$ cat src/rtl/align_sequencer_pkg.sv
// Shared constants and state encoding for the alignment sequencer and the systolic array.
package align_sequencer_pkg;
  localparam int N           = 8;
  localparam int BP_WIDTH    = 2;
  localparam int CALC_WIDTH  = 16;
  localparam int SEQ_MAX_LEN = 256;
  localparam int LEN_WIDTH   = 12;

  typedef enum logic [2:0] {
    IDLE, NEWSEQ, LOAD_S, UPDATE, GAP, STREAM_T, WAIT, FIN
  } seq_state_e;
endpackage

$ cat src/rtl/align_sequencer_if.sv
// Sequencer-to-systolic-array link: S loading, T streaming and array status.
interface align_sequencer_if #(
  parameter int BP_WIDTH   = align_sequencer_pkg::BP_WIDTH,
  parameter int CALC_WIDTH = align_sequencer_pkg::CALC_WIDTH
);
  logic                  new_seq;
  logic [BP_WIDTH-1:0]   S;
  logic                  s_update;
  logic                  ack;
  logic [BP_WIDTH-1:0]   T;
  logic                  valid;
  logic                  array_busy;
  logic [CALC_WIDTH-1:0] max_i;

  modport master (output new_seq, S, s_update, ack, T, valid, input array_busy, max_i);
  modport slave  (input new_seq, S, s_update, ack, T, valid, output array_busy, max_i);
endinterface

$ cat src/rtl/align_sym_fetch.sv
// Buffer address generation for S (descending per tile) and T (ascending), with
// 1-cycle read alignment and PAD_BP substitution past the sequence end.
module align_sym_fetch #(
  parameter int N           = align_sequencer_pkg::N,
  parameter int BP_WIDTH    = align_sequencer_pkg::BP_WIDTH,
  parameter int SEQ_MAX_LEN = align_sequencer_pkg::SEQ_MAX_LEN,
  parameter int LEN_WIDTH   = align_sequencer_pkg::LEN_WIDTH,
  parameter logic [BP_WIDTH-1:0] PAD_BP = '0,
  localparam int AW = $clog2(SEQ_MAX_LEN)
) (
  input  logic                 clk,
  input  logic                 rst,
  input  logic                 s_req,
  input  logic                 s_first,
  input  logic [LEN_WIDTH-1:0] s_base,
  input  logic [LEN_WIDTH-1:0] s_len,
  input  logic                 t_req,
  input  logic                 t_first,
  input  logic [LEN_WIDTH-1:0] t_len,
  output logic [AW-1:0]        s_addr,
  output logic [AW-1:0]        t_addr,
  input  logic [BP_WIDTH-1:0]  s_rdata,
  input  logic [BP_WIDTH-1:0]  t_rdata,
  output logic [BP_WIDTH-1:0]  s_sym,
  output logic [BP_WIDTH-1:0]  t_sym
);
  logic [LEN_WIDTH-1:0] s_idx, t_idx, s_nxt_p1, t_nxt_p1;
  logic                 s_vld_p1, t_vld_p1, s_pad_p1, t_pad_p1;

  function automatic logic [BP_WIDTH-1:0] pad_sym(input logic vld, input logic pad,
                                                  input logic [BP_WIDTH-1:0] d);
    if (!vld) return '0;
    if (pad)  return PAD_BP;
    return d;
  endfunction

  always_comb begin
    s_idx  = s_first ? s_base + LEN_WIDTH'(N - 1) : s_nxt_p1;
    t_idx  = t_first ? '0 : t_nxt_p1;
    s_addr = s_req ? s_idx[AW-1:0] : '0;
    t_addr = t_req ? t_idx[AW-1:0] : '0;
  end

  // Stage p1: buffer data returns; pad/valid flags travel alongside it
  always_ff @(posedge clk) begin
    if (s_req) s_nxt_p1 <= s_idx - LEN_WIDTH'(1);
    if (t_req) t_nxt_p1 <= t_idx + LEN_WIDTH'(1);
    s_pad_p1 <= (s_idx >= s_len);
    t_pad_p1 <= (t_idx >= t_len);
    if (rst) begin
      s_vld_p1 <= 1'b0;
      t_vld_p1 <= 1'b0;
    end else begin
      s_vld_p1 <= s_req;
      t_vld_p1 <= t_req;
    end
  end

  assign s_sym = pad_sym(s_vld_p1, s_pad_p1, s_rdata);
  assign t_sym = pad_sym(t_vld_p1, t_pad_p1, t_rdata);
endmodule

$ cat src/rtl/align_sequencer.sv
// Job sequencer for the systolic aligner: tiles S into N-base chunks, streams T per
// tile and keeps the running maximum of the per-tile scores.
module align_sequencer #(
  parameter int N           = align_sequencer_pkg::N,
  parameter int BP_WIDTH    = align_sequencer_pkg::BP_WIDTH,
  parameter int CALC_WIDTH  = align_sequencer_pkg::CALC_WIDTH,
  parameter int SEQ_MAX_LEN = align_sequencer_pkg::SEQ_MAX_LEN,
  parameter int LEN_WIDTH   = align_sequencer_pkg::LEN_WIDTH,
  parameter logic [BP_WIDTH-1:0] PAD_BP = '0,
  localparam int AW = $clog2(SEQ_MAX_LEN)
) (
  input  logic                  clk,
  input  logic                  reset_i,
  input  logic                  start,
  input  logic [LEN_WIDTH-1:0]  s_len,
  input  logic [LEN_WIDTH-1:0]  t_len,
  output logic [AW-1:0]         s_addr,
  input  logic [BP_WIDTH-1:0]   s_rdata,
  output logic [AW-1:0]         t_addr,
  input  logic [BP_WIDTH-1:0]   t_rdata,
  align_sequencer_if.master     arr,
  output logic                  busy_o,
  output logic                  done,
  output logic                  err,
  output logic [CALC_WIDTH-1:0] score
);
  import align_sequencer_pkg::*;

  seq_state_e           state_q, state_d;
  logic [LEN_WIDTH-1:0] s_len_q, t_len_q, tile_q, cnt_q, tile_nxt, next_base, s_base;
  logic                 wait_exit, more_tiles, len_zero, len_over;
  logic                 s_req, s_first, t_req, t_first;
  logic [BP_WIDTH-1:0]  s_sym, t_sym;

  function automatic logic [CALC_WIDTH-1:0] umax(input logic [CALC_WIDTH-1:0] a,
                                                 input logic [CALC_WIDTH-1:0] b);
    return (a > b) ? a : b;
  endfunction

  always_comb begin
    tile_nxt   = tile_q + LEN_WIDTH'(1);
    next_base  = LEN_WIDTH'(tile_nxt * N);
    more_tiles = (next_base < s_len_q);
    // The first WAIT cycle still sees the array's busy from before it picked up the tile
    wait_exit  = (state_q == WAIT) && (cnt_q != '0) && !arr.array_busy;
    len_zero   = (s_len == '0) || (t_len == '0);
    len_over   = (s_len > LEN_WIDTH'(SEQ_MAX_LEN)) || (t_len > LEN_WIDTH'(SEQ_MAX_LEN));
    s_req      = (state_q == NEWSEQ) || ((state_q == LOAD_S) && (cnt_q != LEN_WIDTH'(N - 1)))
                 || (wait_exit && more_tiles);
    s_first    = (state_q != LOAD_S);
    s_base     = (state_q == WAIT) ? next_base : '0;
    t_req      = (state_q == GAP) || ((state_q == STREAM_T) && (cnt_q != t_len_q - LEN_WIDTH'(1)));
    t_first    = (state_q == GAP);
  end

  always_ff @(posedge clk) begin
    if (reset_i) state_q <= IDLE;
    else         state_q <= state_d;
  end

  always_comb begin
    state_d = state_q;
    case (state_q)
      IDLE:     if (start) state_d = (len_zero || len_over) ? FIN : NEWSEQ;
      NEWSEQ:   state_d = LOAD_S;
      LOAD_S:   if (cnt_q == LEN_WIDTH'(N - 1)) state_d = UPDATE;
      UPDATE:   state_d = GAP;
      GAP:      state_d = STREAM_T;
      STREAM_T: if (cnt_q == t_len_q - LEN_WIDTH'(1)) state_d = WAIT;
      WAIT:     if (wait_exit) state_d = more_tiles ? LOAD_S : FIN;
      FIN:      state_d = IDLE;
      default:  state_d = IDLE;
    endcase
  end

  always_comb begin
    arr.new_seq  = (state_q == NEWSEQ);
    arr.s_update = (state_q == UPDATE);
    arr.valid    = (state_q == STREAM_T);
    arr.ack      = (state_q == LOAD_S) || (state_q == GAP) || (state_q == STREAM_T) || (state_q == WAIT);
    arr.S        = s_sym;
    arr.T        = t_sym;
    done         = (state_q == FIN);
    busy_o       = (state_q != IDLE);
  end

  // Per-state cycle counter; saturates at 1 in WAIT so long busy periods never wrap it
  always_ff @(posedge clk) begin
    if (reset_i || state_d != state_q || state_q == IDLE) cnt_q <= '0;
    else if (state_q == WAIT)                             cnt_q <= LEN_WIDTH'(1);
    else                                                  cnt_q <= cnt_q + LEN_WIDTH'(1);
  end

  always_ff @(posedge clk) begin
    if (reset_i) begin
      s_len_q <= '0;
      t_len_q <= '0;
      tile_q  <= '0;
      score   <= '0;
      err     <= 1'b0;
    end else begin
      if (state_q == IDLE && start) begin
        s_len_q <= s_len;
        t_len_q <= t_len;
        tile_q  <= '0;
        score   <= '0;
        err     <= !len_zero && len_over;
      end
      if (wait_exit) begin
        tile_q <= tile_nxt;
        score  <= umax(score, arr.max_i);
      end
    end
  end

  align_sym_fetch #(
    .N(N), .BP_WIDTH(BP_WIDTH), .SEQ_MAX_LEN(SEQ_MAX_LEN), .LEN_WIDTH(LEN_WIDTH), .PAD_BP(PAD_BP)
  ) u_fetch (
    .clk(clk), .rst(reset_i),
    .s_req(s_req), .s_first(s_first), .s_base(s_base), .s_len(s_len_q),
    .t_req(t_req), .t_first(t_first), .t_len(t_len_q),
    .s_addr(s_addr), .t_addr(t_addr), .s_rdata(s_rdata), .t_rdata(t_rdata),
    .s_sym(s_sym), .t_sym(t_sym)
  );
endmodule

$ cat src/flat_wrapper.sv
// flat-port wrapper written by rule: the top's interface ports become plain ports
module align_sequencer_flat import align_sequencer_pkg::*;
#(
  parameter int N           = align_sequencer_pkg::N,
  parameter int BP_WIDTH    = align_sequencer_pkg::BP_WIDTH,
  parameter int CALC_WIDTH  = align_sequencer_pkg::CALC_WIDTH,
  parameter int SEQ_MAX_LEN = align_sequencer_pkg::SEQ_MAX_LEN,
  parameter int LEN_WIDTH   = align_sequencer_pkg::LEN_WIDTH,
  parameter logic [BP_WIDTH-1:0] PAD_BP = '0,
  localparam int AW = $clog2(SEQ_MAX_LEN)
)
  (clk, reset_i, start, s_len, t_len, s_addr, s_rdata, t_addr, t_rdata, busy_o, done, err, score, arr_new_seq, arr_S, arr_s_update, arr_ack, arr_T, arr_valid, arr_array_busy, arr_max_i);
  align_sequencer_if #(.BP_WIDTH(BP_WIDTH), .CALC_WIDTH(CALC_WIDTH)) arr_i ();
  input  logic clk;
  input  logic reset_i;
  input  logic start;
  input  logic [LEN_WIDTH-1:0] s_len;
  input  logic [LEN_WIDTH-1:0] t_len;
  output logic [AW-1:0] s_addr;
  input  logic [BP_WIDTH-1:0] s_rdata;
  output logic [AW-1:0] t_addr;
  input  logic [BP_WIDTH-1:0] t_rdata;
  output logic busy_o;
  output logic done;
  output logic err;
  output logic [CALC_WIDTH-1:0] score;
  output wire logic [$bits(arr_i.new_seq)-1:0] arr_new_seq;
  output wire logic [$bits(arr_i.S)-1:0] arr_S;
  output wire logic [$bits(arr_i.s_update)-1:0] arr_s_update;
  output wire logic [$bits(arr_i.ack)-1:0] arr_ack;
  output wire logic [$bits(arr_i.T)-1:0] arr_T;
  output wire logic [$bits(arr_i.valid)-1:0] arr_valid;
  input wire logic [$bits(arr_i.array_busy)-1:0] arr_array_busy;
  input wire logic [$bits(arr_i.max_i)-1:0] arr_max_i;
  assign arr_new_seq = arr_i.new_seq;
  assign arr_S = arr_i.S;
  assign arr_s_update = arr_i.s_update;
  assign arr_ack = arr_i.ack;
  assign arr_T = arr_i.T;
  assign arr_valid = arr_i.valid;
  assign arr_i.array_busy = arr_array_busy;
  assign arr_i.max_i = arr_max_i;
  align_sequencer #(.N(N), .BP_WIDTH(BP_WIDTH), .CALC_WIDTH(CALC_WIDTH), .SEQ_MAX_LEN(SEQ_MAX_LEN), .LEN_WIDTH(LEN_WIDTH), .PAD_BP(PAD_BP)) u_core (.clk(clk), .reset_i(reset_i), .start(start), .s_len(s_len), .t_len(t_len), .s_addr(s_addr), .s_rdata(s_rdata), .t_addr(t_addr), .t_rdata(t_rdata), .arr(arr_i), .busy_o(busy_o), .done(done), .err(err), .score(score));
endmodule
$ cat config.mk
export PLATFORM = sky130hd
export DESIGN_NAME = align_sequencer_flat
export DESIGN_NICKNAME = d
export VERILOG_FILES = /design/src/rtl/align_sequencer_pkg.sv /design/src/rtl/align_sequencer_if.sv /design/src/rtl/align_sym_fetch.sv /design/src/rtl/align_sequencer.sv /design/src/flat_wrapper.sv
export SDC_FILE = /design/constraint.sdc
export NUM_CORES = 1
export LEC_CHECK = 0
export ABC_AREA = 1
export CORE_ASPECT_RATIO = 0.5
export CORE_MARGIN = 5
export CORE_UTILIZATION = 50
export DETAILED_ROUTE_END_ITERATION = 12
export GPL_TIMING_DRIVEN = 0
export PLACE_DENSITY_LB_ADDON = 0.08
export SYNTH_ARGS = -nofsm -noshare
export SYNTH_HDL_FRONTEND = slang
export SYNTH_SLANG_ARGS = --single-unit
$ cat constraint.sdc
create_clock -name clk -period 3.2 [get_ports clk]
set_clock_uncertainty 0.1 [all_clocks]
set_input_delay 0.64 -clock clk [delete_from_list [all_inputs] [get_ports clk]]
set_output_delay 0.64 -clock clk [all_outputs]
set_load 0.005 [all_outputs]
# Word level (Yosys, flattened, before mapping)
# Index checks and enable logic that the tools add are counted.
# W data, S select, Z words.
# op_classes
addsub	6
n_lt_le_gt_ge	6
eq_ne	14
muxes	30
n_reduce_logical	28
# op_table
operator	n
$mux W12	5
$mux W16	3
$add A12 B1 Y12 const B	3
$ge A12 B12 Y1	2
$gt A12 B9 Y1 const B	2
$logic_not A12 Y1	2
$pmux W3 S8	1
$sub A12 B1 Y12 const B	2
$mux W3	6
$gt A16 B16 Y1	1
$mux W2	8
$mux W8	2
$add A12 B3 Y12 const B	1
$eq A12 B12 Y1	1
$eq A12 B3 Y1 const B	1
$eq A3 B3 Y1 const B	4
$lt A12 B12 Y1	1
$ne A12 B12 Y1	1
$ne A12 B3 Y1 const B	1
$reduce_bool A12 Y1	1
$logic_or A1 B1 Y1	11
$logic_and A1 B1 Y1	7
$eq A3 B2 Y1 const B	2
$mux W1	5
other kinds (10)	11
# totals
ff_bits	96
out_inout_bits	43
elab_cells	98

# Logic depth before layout (Yosys ltp)
# Gate-level depths: netlist of run 1.
# logic_depth
ltp_word	10
ltp_mapped	23

# Modules after synthesis
# From an unflattened synthesis of run 1, not the netlist that was laid out.
# hier_totals
cells_unflattened	957
area_unflattened_um2	6759.0
# by_module_without_submodules
module	n_inst	cells_each	area_per_inst_um2	seq_area_each_um2
align_sequencer	1	603	4151.5	1301.2
align_sym_fetch	1	354	2607.5	800.8

# Least setup slack after synthesis of run 1
# Ideal clock, no wire load.
# synth_path
path_type	register to output
start	register u_core.tile_q[0]
end	output s_addr[0]
t_arrival_ps	2642
required_time_ps	2460
path_slack_ps	-182
stages_incl_launch_ff	14
path_buffers	0
cell_sequence	dfxtp_1 > ha_1 > nand3_1 > nand3b_1 > nand3b_1 > xnor2_1 > ha_1 > a21oi_1 > o21ai_0 > a21oi_1 > nand2_1 > nand2_1 > clkinv_1 > nor2_1
# synth_via
elab_chain_len	5
# synth_lines
element	line	source
from (decl)	align_sequencer.sv:30	logic [LEN_WIDTH-1:0] s_len_q, t_len_q, tile_q, cnt_q, tile_nxt, next_base, s_base;
from (signal assigned)	align_sequencer.sv:110	tile_q <= tile_nxt;
$add A12 B1 Y12	align_sequencer.sv:41	tile_nxt = tile_q + LEN_WIDTH'(1);
$lt A12 B12 Y1	align_sequencer.sv:43	more_tiles = (next_base < s_len_q);
$logic_and A1 B1 Y1	align_sequencer.sv:49	|| (wait_exit && more_tiles);
$logic_or A1 B1 Y1	align_sequencer.sv:49	
named net u_core.s_req	align_sequencer.sv:32	logic s_req, s_first, t_req, t_first;
$mux W8	align_sym_fetch.sv:40	s_addr = s_req ? s_idx[AW-1:0] : '0;
to (decl)	flat_wrapper.sv:19	output logic [AW-1:0] s_addr;
# The timed path passes the listed nets, and every way through them passes these cells.

# Worst setup path after layout of run 1
# layout_path
start	register u_core.tile_q[1]
end	output s_addr[0]
# Same word-level chain as after synthesis.

==> results of run 1 <==
-- synthesized netlist by cell type (2+ instances only) --
master | n | area, sq um
sky130_fd_sc_hd__buf_6 | 3 | 33.8
sky130_fd_sc_hd__nand4_1 | 9 | 56.3
sky130_fd_sc_hd__nand3b_1 | 4 | 30.0
sky130_fd_sc_hd__o22ai_1 | 2 | 12.5
sky130_fd_sc_hd__edfxtp_1 | 24 | 721
sky130_fd_sc_hd__xnor2_1 | 11 | 96.3
sky130_fd_sc_hd__nor4_1 | 2 | 12.5
sky130_fd_sc_hd__nand3_1 | 49 | 245
sky130_fd_sc_hd__clkbuf_1 | 8 | 30.0
sky130_fd_sc_hd__nand2_1 | 154 | 578
sky130_fd_sc_hd__nor2_2 | 14 | 87.6
sky130_fd_sc_hd__xor2_1 | 28 | 245
sky130_fd_sc_hd__nor2_8 | 2 | 40.0
sky130_fd_sc_hd__o21ai_1 | 5 | 25.0
sky130_fd_sc_hd__inv_2 | 12 | 45.0
sky130_fd_sc_hd__o21bai_1 | 2 | 15.0
sky130_fd_sc_hd__a21oi_1 | 75 | 375
sky130_fd_sc_hd__and3_1 | 2 | 12.5
sky130_fd_sc_hd__nor3_1 | 14 | 70.1
sky130_fd_sc_hd__ha_1 | 55 | 688
sky130_fd_sc_hd__nand3_2 | 2 | 20.0
sky130_fd_sc_hd__dfxtp_1 | 69 | 1380
sky130_fd_sc_hd__nor3b_1 | 5 | 37.5
sky130_fd_sc_hd__nor2_4 | 9 | 101
sky130_fd_sc_hd__nor3_2 | 3 | 30.0
sky130_fd_sc_hd__o21ai_0 | 37 | 185
sky130_fd_sc_hd__inv_4 | 2 | 12.5
sky130_fd_sc_hd__o21a_1 | 4 | 30.0
sky130_fd_sc_hd__buf_2 | 3 | 15.0
sky130_fd_sc_hd__nor2_1 | 79 | 297
sky130_fd_sc_hd__buf_1 | 3 | 11.3
sky130_fd_sc_hd__nand2_2 | 3 | 18.8
sky130_fd_sc_hd__inv_1 | 126 | 473
-- repair_timing --
action	4_1_cts	5_1_grt
buffers inserted	17	4
resized for setup	74	44
cloned	1	1
endpoints found under the setup margin	17	24
pin swaps	16	18
-- layout by cell type (no fill, tap or decap), types with 14 or more instances in the layout --
master / instances
sky130_fd_sc_hd__ha_1: 53
sky130_fd_sc_hd__nand3_1: 44
sky130_fd_sc_hd__buf_4: 22
sky130_fd_sc_hd__nor3_1: 14
sky130_fd_sc_hd__o21ai_0: 35
sky130_fd_sc_hd__inv_1: 124
sky130_fd_sc_hd__nor2_1: 68
sky130_fd_sc_hd__a21oi_1: 74
sky130_fd_sc_hd__dfxtp_1: 63
sky130_fd_sc_hd__clkdlybuf4s50_1: 74
sky130_fd_sc_hd__edfxtp_1: 24
sky130_fd_sc_hd__nor2_4: 24
sky130_fd_sc_hd__nand2_1: 145
sky130_fd_sc_hd__xor2_1: 27
-- where the power goes --
part	leakage [nW]	switching, mW	internal (mW)
Clock	0.157	0.484	0.674
Sequential	0.790	0.149	1.53
Combinational	2.57	1.63	1.09
Total	3.52	2.26	3.29
-- per-layer routing --
layer | share of wire, % | GRT usage [%]
met5 | 0 | 0
met4 | 1.7 | 6.09
met3 | 6.4 | 5.80
met2 | 48 | 39.0
met1 | 44 | 26.8
-- worst min-delay path by stage --
stage | endpoint | cells past startpoint
floorplan | u_core.s_len_q[1] | 2
global placement | u_core.score[14] | 2
detailed placement | u_core.tile_q[8] | 2
CTS | u_core.s_len_q[1] | 2
global route | u_core.s_len_q[1] | 2
finish | u_core.s_len_q[1] | 2
-- worst max-delay path, cell delays in order, from the launching register on --
cell	delay (ns)
sky130_fd_sc_hd__dfxtp_4	0.37
sky130_fd_sc_hd__ha_4	0.13
sky130_fd_sc_hd__nand3_2	0.06
sky130_fd_sc_hd__nand3b_1	0.18
sky130_fd_sc_hd__nand3b_1	0.22
sky130_fd_sc_hd__xnor2_2	0.18
sky130_fd_sc_hd__ha_1	0.32
sky130_fd_sc_hd__nand2_2	0.09
sky130_fd_sc_hd__nor2_4	0.12
sky130_fd_sc_hd__nand4_1	0.09
sky130_fd_sc_hd__nor2_1	0.15
sky130_fd_sc_hd__nor2_1	0.07
sky130_fd_sc_hd__nand2_2	0.09
sky130_fd_sc_hd__nand2_4	0.10
sky130_fd_sc_hd__clkinv_4	0.11
sky130_fd_sc_hd__nor2_4	0.03
sky130_fd_sc_hd__buf_2	0.14
-- registers in the layout, indices dropped and copies added, names as in the netlist --
| register | cells |
|---|---|
| u_core.score | 16 |
| u_core.cnt_q | 12 |
| u_core.s_len_q | 12 |
| u_core.t_len_q | 12 |
| u_core.u_fetch.s_nxt_p1 | 12 |
| u_core.u_fetch.t_nxt_p1 | 12 |
| u_core.tile_q | 9 |
| u_core.state_q | 3 |
| u_core.err | 1 |
| u_core.u_fetch.s_pad_p1 | 1 |
| u_core.u_fetch.s_vld_p1 | 1 |
| u_core.u_fetch.t_pad_p1 | 1 |
| u_core.u_fetch.t_vld_p1 | 1 |
-- logic make-up after synthesis --
family / Yosys count / synth area share, %
AO/OA/AOI/OAI: 131 / 11.2
XOR/XNOR: 39 / 5.56
adder cells (fa/ha/maj): 55 / 11.2
buffers and inverters: 159 / 10.3
flip-flops: 93 / 34.2
AND/OR/NAND/NOR: 356 / 27.5
-- final cells by class --
| cell class | instances | area, sq um | share of cell area [%] |
|---|---|---|---|
| repair buffers | 112 | 1060 | 13.2 |
| plain buffers | 18 | 111 | 1.39 |
| flip-flops and latches | 93 | 2120 | 26.5 |
| clock inverters | 5 | 56.3 | 0.705 |
| clock buffers | 11 | 264 | 3.30 |
| inverters | 141 | 544 | 6.81 |
| repair inverters | 1 | 8.76 | 0.110 |
| multi-input cells | 581 | 3620 | 45.3 |
| well taps | 165 | 206 | 2.58 |
==> flow_summary.rst, run 1 <==
.. list-table::
   :header-rows: 1

   * - Metric
     - Value
   * - Run status
     - finished with violations
   * - Violated checks
     - setup timing
   * - Total placed instance area
     - 7250 sq um
   * - Cells after Synth
     - 833
   * - Synthesized area per cell
     - 7.37 sq um
   * - Ports
     - 91
   * - Wire length of the first global-routing pass
     - 26200 um
   * - Post-detailed-route wirelength per cell
     - 14.1 um
   * - Worst slack, placed
     - -0.984 ns
   * - Clock latency at the later pin of the worst-skew pair
     - 0.35 ns
   * - LEAKAGE
     - 3.52 nW
   * - Root buffer cell
     - sky130_fd_sc_hd__clkbuf_16
   * - Final worst path period share
     - 110%
   * - Layout Utilization
     - 67.1%
   * - Final nets
     - 1060
   * - Total vias in the final route
     - 5706
   * - Number of clock sinks
     - 93
   * - Logic depth of the worst register-to-register path
     - 23
   * - Count of placed standard cells in the final layout, fillers left out
     - 1127
   * - H-tree depth
     - 3
   * - Critical register-to-register path startpoint
     - u_core.tile_q[1]
   * - GP Congestion
     - 0.901
   * - Antenna violations before repair
     - 0
   * - Slew @ Worst Pin
     - 0.672 ns
   * - Overall power consumption
     - 5.55 mW
   * - Max VDD drop
     - 0.284 mV
   * - Die width
     - 167 um
   * - Port bufs
     - 90
   * - CTS tree
     - yes
   * - Ys Warns
     - 0
   * - Timing endpoint of the critical path
     - s_addr[0]
   * - Vias in the first global route
     - 5554
   * - Final critical path time including I/O delays and setup
     - 3.53 ns
   * - Data required time of the critical path
     - 2.46 ns
   * - Total of endpoints with negative setup slack in the final report
     - 8
   * - Initial core utilization
     - 51.6%
   * - Site Rows
     - 28
   * - DIE AREA
     - 14700 sq um
   * - DRT iter0 DRCs
     - 241
   * - Congestion Overflow GR
     - 0
   * - Post-Place Cells
     - 1088
   * - Most used flip-flop cell after synthesis
     - sky130_fd_sc_hd__dfxtp_1
   * - Pwr per Cell Area
     - 695 nW/um^2
   * - GRT Resource Usage Total
     - 21.9%
   * - Final max-slew violation count
     - 0
   * - Launching element of the worst setup path
     - u_core.tile_q[1]
   * - Number of detailed-route iterations in the first pass
     - 4
   * - Sequential cell area fraction in the yosys report
     - 34.2%
   * - Clock transition at the registers of the reported paths
     - 0.07 ns
   * - Antenna Nets Post-Route
     - 0
   * - Layout cells sized above 1
     - 15.2%
   * - Total standard cell area after synthesis
     - 6140 sq um
   * - Clock Path Buffers
     - 2
   * - Relative slew slack
     - 54.9%
   * - Cts-stage hold buffer count
     - 0
   * - Chip Height
     - 88.4 um
   * - Worst R2R Setup Slack
     - 0.06 ns
   * - Syn-to-layout area delta
     - 30.1%
   * - Unrepaired setup endpoints after global routing
     - yes
   * - TritonCTS Buffers
     - 9
   * - Via-to-Cell Ratio
     - 5.06
   * - Setup WS post-layout
     - -0.326 ns
   * - Post-route DRC violation count
     - 0
   * - Biggest fanout along the worst timing path
     - 5
   * - DP Wirelength
     - 11800 um
   * - Data arrival time at the worst-slack endpoint
     - 2.79 ns
   * - Library cells used by synthesis
     - 46
   * - Number of flops mapped to enable cells by yosys
     - 24
   * - Final std cell area, no fill
     - 7990 sq um
   * - Worst Hold Class
     - reg -> reg
   * - Final total negative setup slack
     - -2.51 ns
   * - Total wire length after detailed routing
     - 15900 um
   * - Count of final hold-check violations
     - 0
   * - Worst Path Class, Setup
     - reg -> out
   * - ANT cells
     - 0
   * - Nets in the synthesized netlist
     - 936
   * - Worst Min Path Start
     - u_core.s_len_q[1]
   * - Placeable core region
     - 11900 sq um
   * - FF+latch count, synth
     - 93
   * - Startpoint class of the critical path
     - flip-flop
   * - Category of the worst setup path capture point
     - primary output
   * - Maximum achievable frequency
     - 284 MHz
   * - Smallest hold slack
     - 0.378 ns
   * - R2r endpoint
     - u_core.cnt_q[10]
   * - Max_cap viols
     - 0
   * - Fraction of registers with async set or reset after synthesis
     - 0%
   * - Maximum number of pins on one net before global-route repair
     - 16
   * - Filler cell count in the final layout
     - 1069
(Power assumes the default switching activity.)
==> run 2: changes to the inputs <==
--- a/config.mk
+++ b/config.mk
@@ -9,5 +9,5 @@
 export CORE_ASPECT_RATIO = 0.5
 export CORE_MARGIN = 5
-export CORE_UTILIZATION = 50
+export CORE_UTILIZATION = 51
 export DETAILED_ROUTE_END_ITERATION = 12
 export GPL_TIMING_DRIVEN = 0
@@ -15,3 +15,4 @@
 export SYNTH_ARGS = -nofsm -noshare
 export SYNTH_HDL_FRONTEND = slang
+export SYNTH_HIERARCHICAL = 1
 export SYNTH_SLANG_ARGS = --single-unit
==> constraint.sdc (replaced) <==
create_clock -name clk -period 3.2 [get_ports clk]
set_clock_uncertainty 0.1 [all_clocks]
set_input_delay 0.48 -clock clk [delete_from_list [all_inputs] [get_ports clk]]
set_output_delay 0.48 -clock clk [all_outputs]
set_load 0.005 [all_outputs]
==> run 2 against run 1 <==
Net effect: the run still ends with setup timing left; fmax fell by 9.8%; largest power group unchanged; first-iteration DRC count rose by 58%; sequential cell count did not move; sequential share of layout area fell by 2.7 points; worst hold slack improved by 0.0021 ns; final area rose by 11%; via count rose by 17%; largest cell class unchanged.
==> flow_summary.rst, run 2 <==
.. list-table::
   :header-rows: 1

   * - Metric
     - Value
   * - Power Internal
     - 2.95 mW
   * - Logic gate share of total power
     - 45.4%
   * - Synthesized area per cell
     - 7.06 sq um
   * - Slew @ Worst Pin
     - 0.808 ns
   * - Violated checks
     - setup timing
   * - Library cells used by synthesis
     - 48
   * - Final critical path time including I/O delays and setup
     - 3.91 ns
   * - Busiest metal layer after global routing
     - met2
   * - Sequential standard cell area
     - 2120 sq um
   * - GP Congestion
     - 0.858
   * - Antenna Nets Post-Route
     - 0
   * - Worst R2R Setup Slack
     - -0.58 ns
   * - Total vias in the final route
     - 6682
   * - Max_cap viols
     - 0
   * - Multi-input combinational cell area
     - 4110 sq um
   * - Port bufs
     - 90
   * - Run status
     - finished with violations
   * - Number of clock sinks
     - 93
   * - Clock transition at the registers of the reported paths
     - 0.06 ns
   * - Worst Path Class, Setup
     - reg -> out
   * - Die width
     - 173 um
   * - Total of endpoints with negative setup slack in the final report
     - 20
   * - Pwr per Cell Area
     - 549 nW/um^2
   * - Ys Warns
     - 6
   * - Clock latency at the later pin of the worst-skew pair
     - 0.35 ns
   * - Startpoint class of the critical path
     - flip-flop
   * - Most frequent cells after synthesis
     - sky130_fd_sc_hd__nand2_1, sky130_fd_sc_hd__inv_1, sky130_fd_sc_hd__nor2_1, sky130_fd_sc_hd__a21oi_1, sky130_fd_sc_hd__dfxtp_1
   * - Logic depth of the worst register-to-register path
     - 27
   * - Data required time of the critical path
     - 2.62 ns
   * - Ports
     - 91
   * - Worst path bufs/invs
     - 5
   * - Cell types with the largest area share after synthesis
     - sky130_fd_sc_hd__dfxtp_1, sky130_fd_sc_hd__edfxtp_1, sky130_fd_sc_hd__nand2_1
   * - Met1 global-route usage
     - 28.0%
   * - Sequential share of power
     - 32.4%
   * - Max VDD drop
     - 0.401 mV
   * - Final worst path period share
     - 122%
   * - ANT cells
     - 0
   * - Area fraction of the dominant cell type after synthesis
     - 20.4%
   * - Final nets
     - 1221
   * - Clk pwr share
     - 22.2%
   * - Cts-stage hold buffer count
     - 0
   * - GR Util met2
     - 39.9%
   * - Total wire length after detailed routing
     - 18400 um
   * - CTS tree
     - yes
   * - Fraction of registers with async set or reset after synthesis
     - 0%
   * - Data arrival time at the worst-slack endpoint
     - 3.33 ns
   * - Post-route DRC violation count
     - 0
   * - Worst slack, placed
     - -1.08 ns
   * - Wire length of the first global-routing pass
     - 30000 um
   * - Post-synth top area cell
     - sky130_fd_sc_hd__dfxtp_1
   * - Slowest cell on crit path
     - sky130_fd_sc_hd__dfxtp_4
   * - Cells on Worst Hold Path
     - 2
   * - Post-detailed-route wirelength per cell
     - 14.3 um
   * - Via-to-Cell Ratio
     - 5.17
   * - Most common library cell in the layout ignoring fill and taps
     - sky130_fd_sc_hd__nand2_1
   * - Syn-to-layout area delta
     - 31.6%
   * - Number of detailed-route iterations in the first pass
     - 5
   * - Vias in the first global route
     - 6507
   * - Unrepaired setup endpoints after global routing
     - yes
   * - Met3 track utilization from global routing
     - 5.73%
   * - Switching component of the power
     - 1.94 mW
   * - Chip Height
     - 91.4 um
   * - H-tree depth
     - 3
   * - Final max-slew violation count
     - 0
   * - Maximum achievable frequency
     - 256 MHz
   * - Number of flops mapped to enable cells by yosys
     - 24
   * - R2r endpoint
     - u_core/tile_q[8]
   * - Layout cells sized above 1
     - 20.0%
   * - Critical path cell sequence
     - ha_4 -> nand3_2 -> nand3b_1 -> nand3b_1 -> xor2_2 -> inv_2 -> ha_4 -> a21o_1 -> a21oi_2 -> nand2_1 -> nor2_2 -> nand2_4 -> o211ai_1 -> buf_4 -> clkinv_8 -> buf_8 -> a21oi_2 -> buf_2
   * - Worst Min Path Start
     - u_core/s_len_q[2]
   * - Largest register FFs
     - 16
   * - Category of the worst setup path capture point
     - primary output
   * - Congestion Overflow GR
     - 0
   * - Smallest hold slack
     - 0.380 ns
   * - Relative slew slack
     - 45.6%
   * - Placeable core region
     - 12800 sq um
   * - Count leader, synth
     - sky130_fd_sc_hd__nand2_1
   * - Cells after Synth
     - 957
   * - FF+latch count, synth
     - 93
   * - Worst Hold Class
     - reg -> reg
   * - Critical register-to-register path startpoint
     - u_core/tile_q[0]
   * - Longest individual stage delay on the worst path
     - 0.38 ns
   * - DP Wirelength
     - 13400 um
   * - Maximum number of pins on one net before global-route repair
     - 16
   * - Total standard cell area after synthesis
     - 6760 sq um
   * - Root buffer cell
     - sky130_fd_sc_hd__clkbuf_16
   * - Filler cell count in the final layout
     - 1094
   * - Most frequent cells in the layout
     - sky130_fd_sc_hd__nand2_1, sky130_fd_sc_hd__inv_1, sky130_fd_sc_hd__nor2_1
   * - Biggest fanout along the worst timing path
     - 6
   * - Setup WS post-layout
     - -0.708 ns
   * - Top delay family on crit path
     - simple AND/OR/NAND/NOR gates
   * - Site Rows
     - 29
   * - Most used flip-flop cell after synthesis
     - sky130_fd_sc_hd__dfxtp_1
   * - Count of final hold-check violations
     - 0
   * - DIE AREA
     - 15800 sq um
   * - DRT iter0 DRCs
     - 381
   * - Initial core utilization
     - 52.8%
   * - Antenna violations before repair
     - 0
   * - Register with the most flip-flops
     - u_core/score
   * - LEAKAGE
     - 4.12 nW
   * - Switching portion of total power
     - 39.6%
   * - Sequential cell area fraction in the yosys report
     - 31.1%
   * - End of the worst hold path
     - u_core/s_len_q[2]
   * - Clock Path Buffers
     - 2
   * - TritonCTS Buffers
     - 9
   * - GRT Resource Usage Total
     - 22.7%
==> run 2: routing by layer <==
metal | routed length [um] | up-vias
met2 | 8780 | 195
met5 | 0 | -
met4 | 324 | 0
met1 | 8170 | 3086
met3 | 1170 | 32
li1 | - | 3369
==> run 2: logic make-up after synthesis <==
group	count (synthesis)	share of synthesized area (%)
other	1	0.0555
buffers and inverters	195	11.3
flip-flops	93	31.1
AND/OR/NAND/NOR	452	32.4
adder cells (fa/ha/maj)	55	10.2
AO/OA/AOI/OAI	125	10.3
XOR/XNOR	36	4.67
==> run 2: timing repair <==
| item | 4_1_cts | 5_1_grt |
|---|---|---|
| pin swaps | 10 | 12 |
| setup endpoints to repair | 27 | 40 |
| gates cloned | 0 | 1 |
| hold endpoints to repair | 0 | 0 |
| setup buffers | 42 | 13 |
| gates resized for setup | 66 | 43 |
==> run 2: through the flow <==
stage	instances	power [mW]	instance area (sq um)	setup TNS [ns]	util (%)
CTS	1280	4.75	8640	-4.68	67.5
detailed placement	1224	3.57	7950	-11.51	62.1
global placement	1223	3.50	7940	-17.52	62.0
floorplan	963	2.98	6830	-2.52	-
global route	1293	5.27	8890	-10.29	69.4
finish	1293	4.88	8890	-7.50	69.4
==> run 2: cell type report <==
class | count | area share (%)
timing repair buffer | 144 | 15.2
sequential | 93 | 23.8
multi-input combinational | 675 | 46.2
buffer | 20 | 1.32
inverter | 175 | 7.68
tap | 170 | 2.39
clock inverter | 2 | 0.155
clock buffer | 14 | 3.21
==> run 2: how the worst max path moves through the flow <==
stage / start / end / slack [ns] / depth (start not counted)
2_1_floorplan: u_core/tile_q[0] / s_addr[3] / -0.34 / 15
3_3_place_gp: u_core/tile_q[0] / s_addr[3] / -1.56 / 16
3_5_place_dp: u_core/tile_q[0] / s_addr[3] / -1.08 / 17
4_1_cts: u_core/tile_q[0] / s_addr[3] / -0.59 / 18
5_1_grt: u_core/tile_q[0] / s_addr[7] / -0.79 / 21
6_report: u_core/tile_q[0] / s_addr[3] / -0.71 / 18
==> run 2: tightest hold or removal path, cell delays in order, from the launching register on <==
cell and delay, ns:
sky130_fd_sc_hd__dfxtp_1 0.31, sky130_fd_sc_hd__inv_1 0.07, sky130_fd_sc_hd__a21oi_1 0.06
==> run 2: power groups by stage <==
| stage | sequential, mW | combinational (mW) | clock, mW |
|---|---|---|---|
| floorplan | 1.56 | 1.43 | 0 |
| global placement | 1.60 | 1.91 | 0 |
| detailed placement | 1.60 | 1.97 | 0 |
| CTS | 1.58 | 2.08 | 1.10 |
| global route | 1.60 | 2.50 | 1.17 |
| finish | 1.58 | 2.22 | 1.08 |
==> run 3: changes to the inputs <==
- RECOVER_POWER: not set -> 25
==> run 3 against run 2 <==
Net effect: the run still ends with setup timing left; largest cell class unchanged; count of clock-buffer cells in the layout is the same; worst hold slack gained 0.0032 ns; critical path depth is the same; sequential share of layout area is essentially flat; highest routed layer unchanged; utilization shrank 0.098 points.
==> flow_summary.rst, run 3 (synthesis results as in run 2) <==
.. list-table::
   :header-rows: 1

   * - Metric
     - Value
   * - Unrepaired setup endpoints after global routing
     - yes
   * - Post-detailed-route wirelength per cell
     - 14.2 um
   * - Max VDD drop
     - 0.421 mV
   * - Congestion Overflow GR
     - 0
   * - LEAKAGE
     - 4.17 nW
   * - Clock Path Buffers
     - 2
   * - Total wire length after detailed routing
     - 18400 um
   * - Placeable core region
     - 12800 sq um
   * - Maximum number of pins on one net before global-route repair
     - 16
   * - Final max-slew violation count
     - 0
   * - Worst slack, placed
     - -1.08 ns
   * - Ports
     - 91
   * - Chip Height
     - 91.4 um
   * - Worst Min Path Start
     - u_core/score[10]
   * - Antenna violations before repair
     - 0
   * - Vias in the first global route
     - 6507
   * - Site Rows
     - 29
   * - Pwr per Cell Area
     - 548 nW/um^2
   * - Slew @ Worst Pin
     - 0.756 ns
   * - Run status
     - finished with violations
   * - Clock transition at the registers of the reported paths
     - 0.07 ns
   * - Longest individual stage delay on the worst path
     - 0.38 ns
   * - ANT cells
     - 0
   * - Worst path bufs/invs
     - 5
   * - Post-route DRC violation count
     - 0
   * - H-tree depth
     - 3
   * - CTS tree
     - yes
   * - GP Congestion
     - 0.858
   * - DIE AREA
     - 15800 sq um
   * - Final total negative setup slack
     - -7.39 ns
   * - Top delay family on crit path
     - simple AND/OR/NAND/NOR gates
   * - Register with the most flip-flops
     - u_core/score
   * - R2r endpoint
     - u_core/tile_q[8]
   * - DP Wirelength
     - 13400 um
   * - Most frequent cells in the layout
     - sky130_fd_sc_hd__nand2_1, sky130_fd_sc_hd__inv_1, sky130_fd_sc_hd__nor2_1
   * - Data required time of the critical path
     - 2.62 ns
   * - Relative slew slack
     - 49.1%
   * - Number of detailed-route iterations in the first pass
     - 5
   * - DRT iter0 DRCs
     - 368
   * - Via-to-Cell Ratio
     - 5.13
   * - Depth of the critical timing path with buffers and inverters included
     - 18
   * - Layout cells sized above 1
     - 19.6%
   * - Total vias in the final route
     - 6628
   * - Startpoint class of the critical path
     - flip-flop
   * - Die width
     - 173 um
   * - Slowest cell on crit path
     - sky130_fd_sc_hd__dfxtp_4
   * - GRT Resource Usage Total
     - 22.7%
   * - Cts-stage hold buffer count
     - 0
   * - Max_cap viols
     - 0
   * - Critical path cell sequence
     - ha_4 -> nand3_2 -> nand3b_1 -> nand3b_1 -> xor2_2 -> inv_2 -> ha_4 -> a21o_1 -> a21oi_2 -> nand2_1 -> nor2_2 -> nand2_4 -> o211ai_1 -> buf_4 -> clkinv_8 -> buf_8 -> a21oi_2 -> buf_2
   * - Largest register FFs
     - 16
   * - Violated checks
     - setup timing
   * - Port bufs
     - 90
   * - Syn-to-layout area delta
     - 31.4%
   * - Final critical path time including I/O delays and setup
     - 3.90 ns
   * - TritonCTS Buffers
     - 9
   * - Initial core utilization
     - 52.8%
   * - Clock latency at the later pin of the worst-skew pair
     - 0.35 ns
   * - Total of endpoints with negative setup slack in the final report
     - 20
   * - Final nets
     - 1221
   * - Biggest fanout along the worst timing path
     - 6
   * - Logic depth of the worst register-to-register path
     - 27
   * - Count of final hold-check violations
     - 0
   * - Worst R2R Setup Slack
     - -0.58 ns
   * - Data arrival time at the worst-slack endpoint
     - 3.32 ns
   * - Root buffer cell
     - sky130_fd_sc_hd__clkbuf_16
   * - Wire length of the first global-routing pass
     - 30000 um
   * - Antenna Nets Post-Route
     - 0
   * - Category of the worst setup path capture point
     - primary output
   * - Post-Place Cells
     - 1224
   * - Most common library cell in the layout ignoring fill and taps
     - sky130_fd_sc_hd__nand2_1
   * - Count of placed standard cells in the final layout, fillers left out
     - 1293
   * - Maximum achievable frequency
     - 257 MHz
   * - Cells on Worst Hold Path
     - 2
   * - Worst Path Class, Setup
     - reg -> out
   * - Final worst path period share
     - 122%
   * - End of the worst hold path
     - u_core/score[10]
   * - Critical register-to-register path startpoint
     - u_core/tile_q[0]
   * - Number of clock sinks
     - 93
   * - Worst Hold Class
     - reg -> reg
   * - Setup WS post-layout
     - -0.696 ns
-- run 3: how the worst max path moves through the flow --
stage | from | endpoint | slack (ns)
finish | u_core/tile_q[0] | s_addr[3] | -0.70
global route | u_core/tile_q[0] | s_addr[7] | -0.79
CTS | u_core/tile_q[0] | s_addr[3] | -0.59
detailed placement | u_core/tile_q[0] | s_addr[3] | -1.08
global placement | u_core/tile_q[0] | s_addr[3] | -1.56
floorplan | u_core/tile_q[0] | s_addr[3] | -0.34
-- run 3: area by class of cell --
cell class	instances	area, sq um
fill	1098	3930
clock buffer	14	285
timing repair buffer	144	1350
buffer	20	109
tap	170	213
sequential	93	2120
clock inverter	2	13.8
inverter	175	683
multi-input combinational	675	4110
-- run 3: per-layer routing --
layer	wire [um]	track usage, %	vias up
li1	-	-	3370
met1	8090	28.0	3036
met2	8840	39.9	192
met3	1170	5.73	30
met4	294	5.95	0
met5	0	0	-
-- run 3: what timing repair did --
action / in CTS / in global routing
setup buffers: 42 / 13
endpoints found under the setup margin: 27 / 40
pin swaps: 10 / 12
cloned: 0 / 1
resized for setup: 66 / 43
-- run 3: power by group --
group          switching (mW)  internal [mW]  total [mW]
registers               0.134           1.44        1.58
logic                    1.33          0.873        2.20
clock network           0.465          0.619        1.08
total                    1.93           2.94        4.87
-- run 3: stage by stage --
stage | utilization, % | power (mW) | instance area (sq um) | hold slack [ns]
finish | 69.3 | 4.87 | 8880 | 0.383
global route | 69.3 | 5.25 | 8880 | 0.411
CTS | 67.5 | 4.75 | 8640 | 0.381
detailed placement | 62.1 | 3.57 | 7950 | 0.372
global placement | 62.0 | 3.50 | 7940 | 0.367
floorplan | - | 2.98 | 6830 | 0.345
-- run 3: tightest hold or removal path, delay by kind of cell, from the launching register on --
| kind | cells | cell delay (ns) |
|---|---|---|
| DFF | 1 | 0.33 |
| and+or+nand+nor | 1 | 0.06 |
| AOI/OAI and AO/OA | 1 | 0.05 |
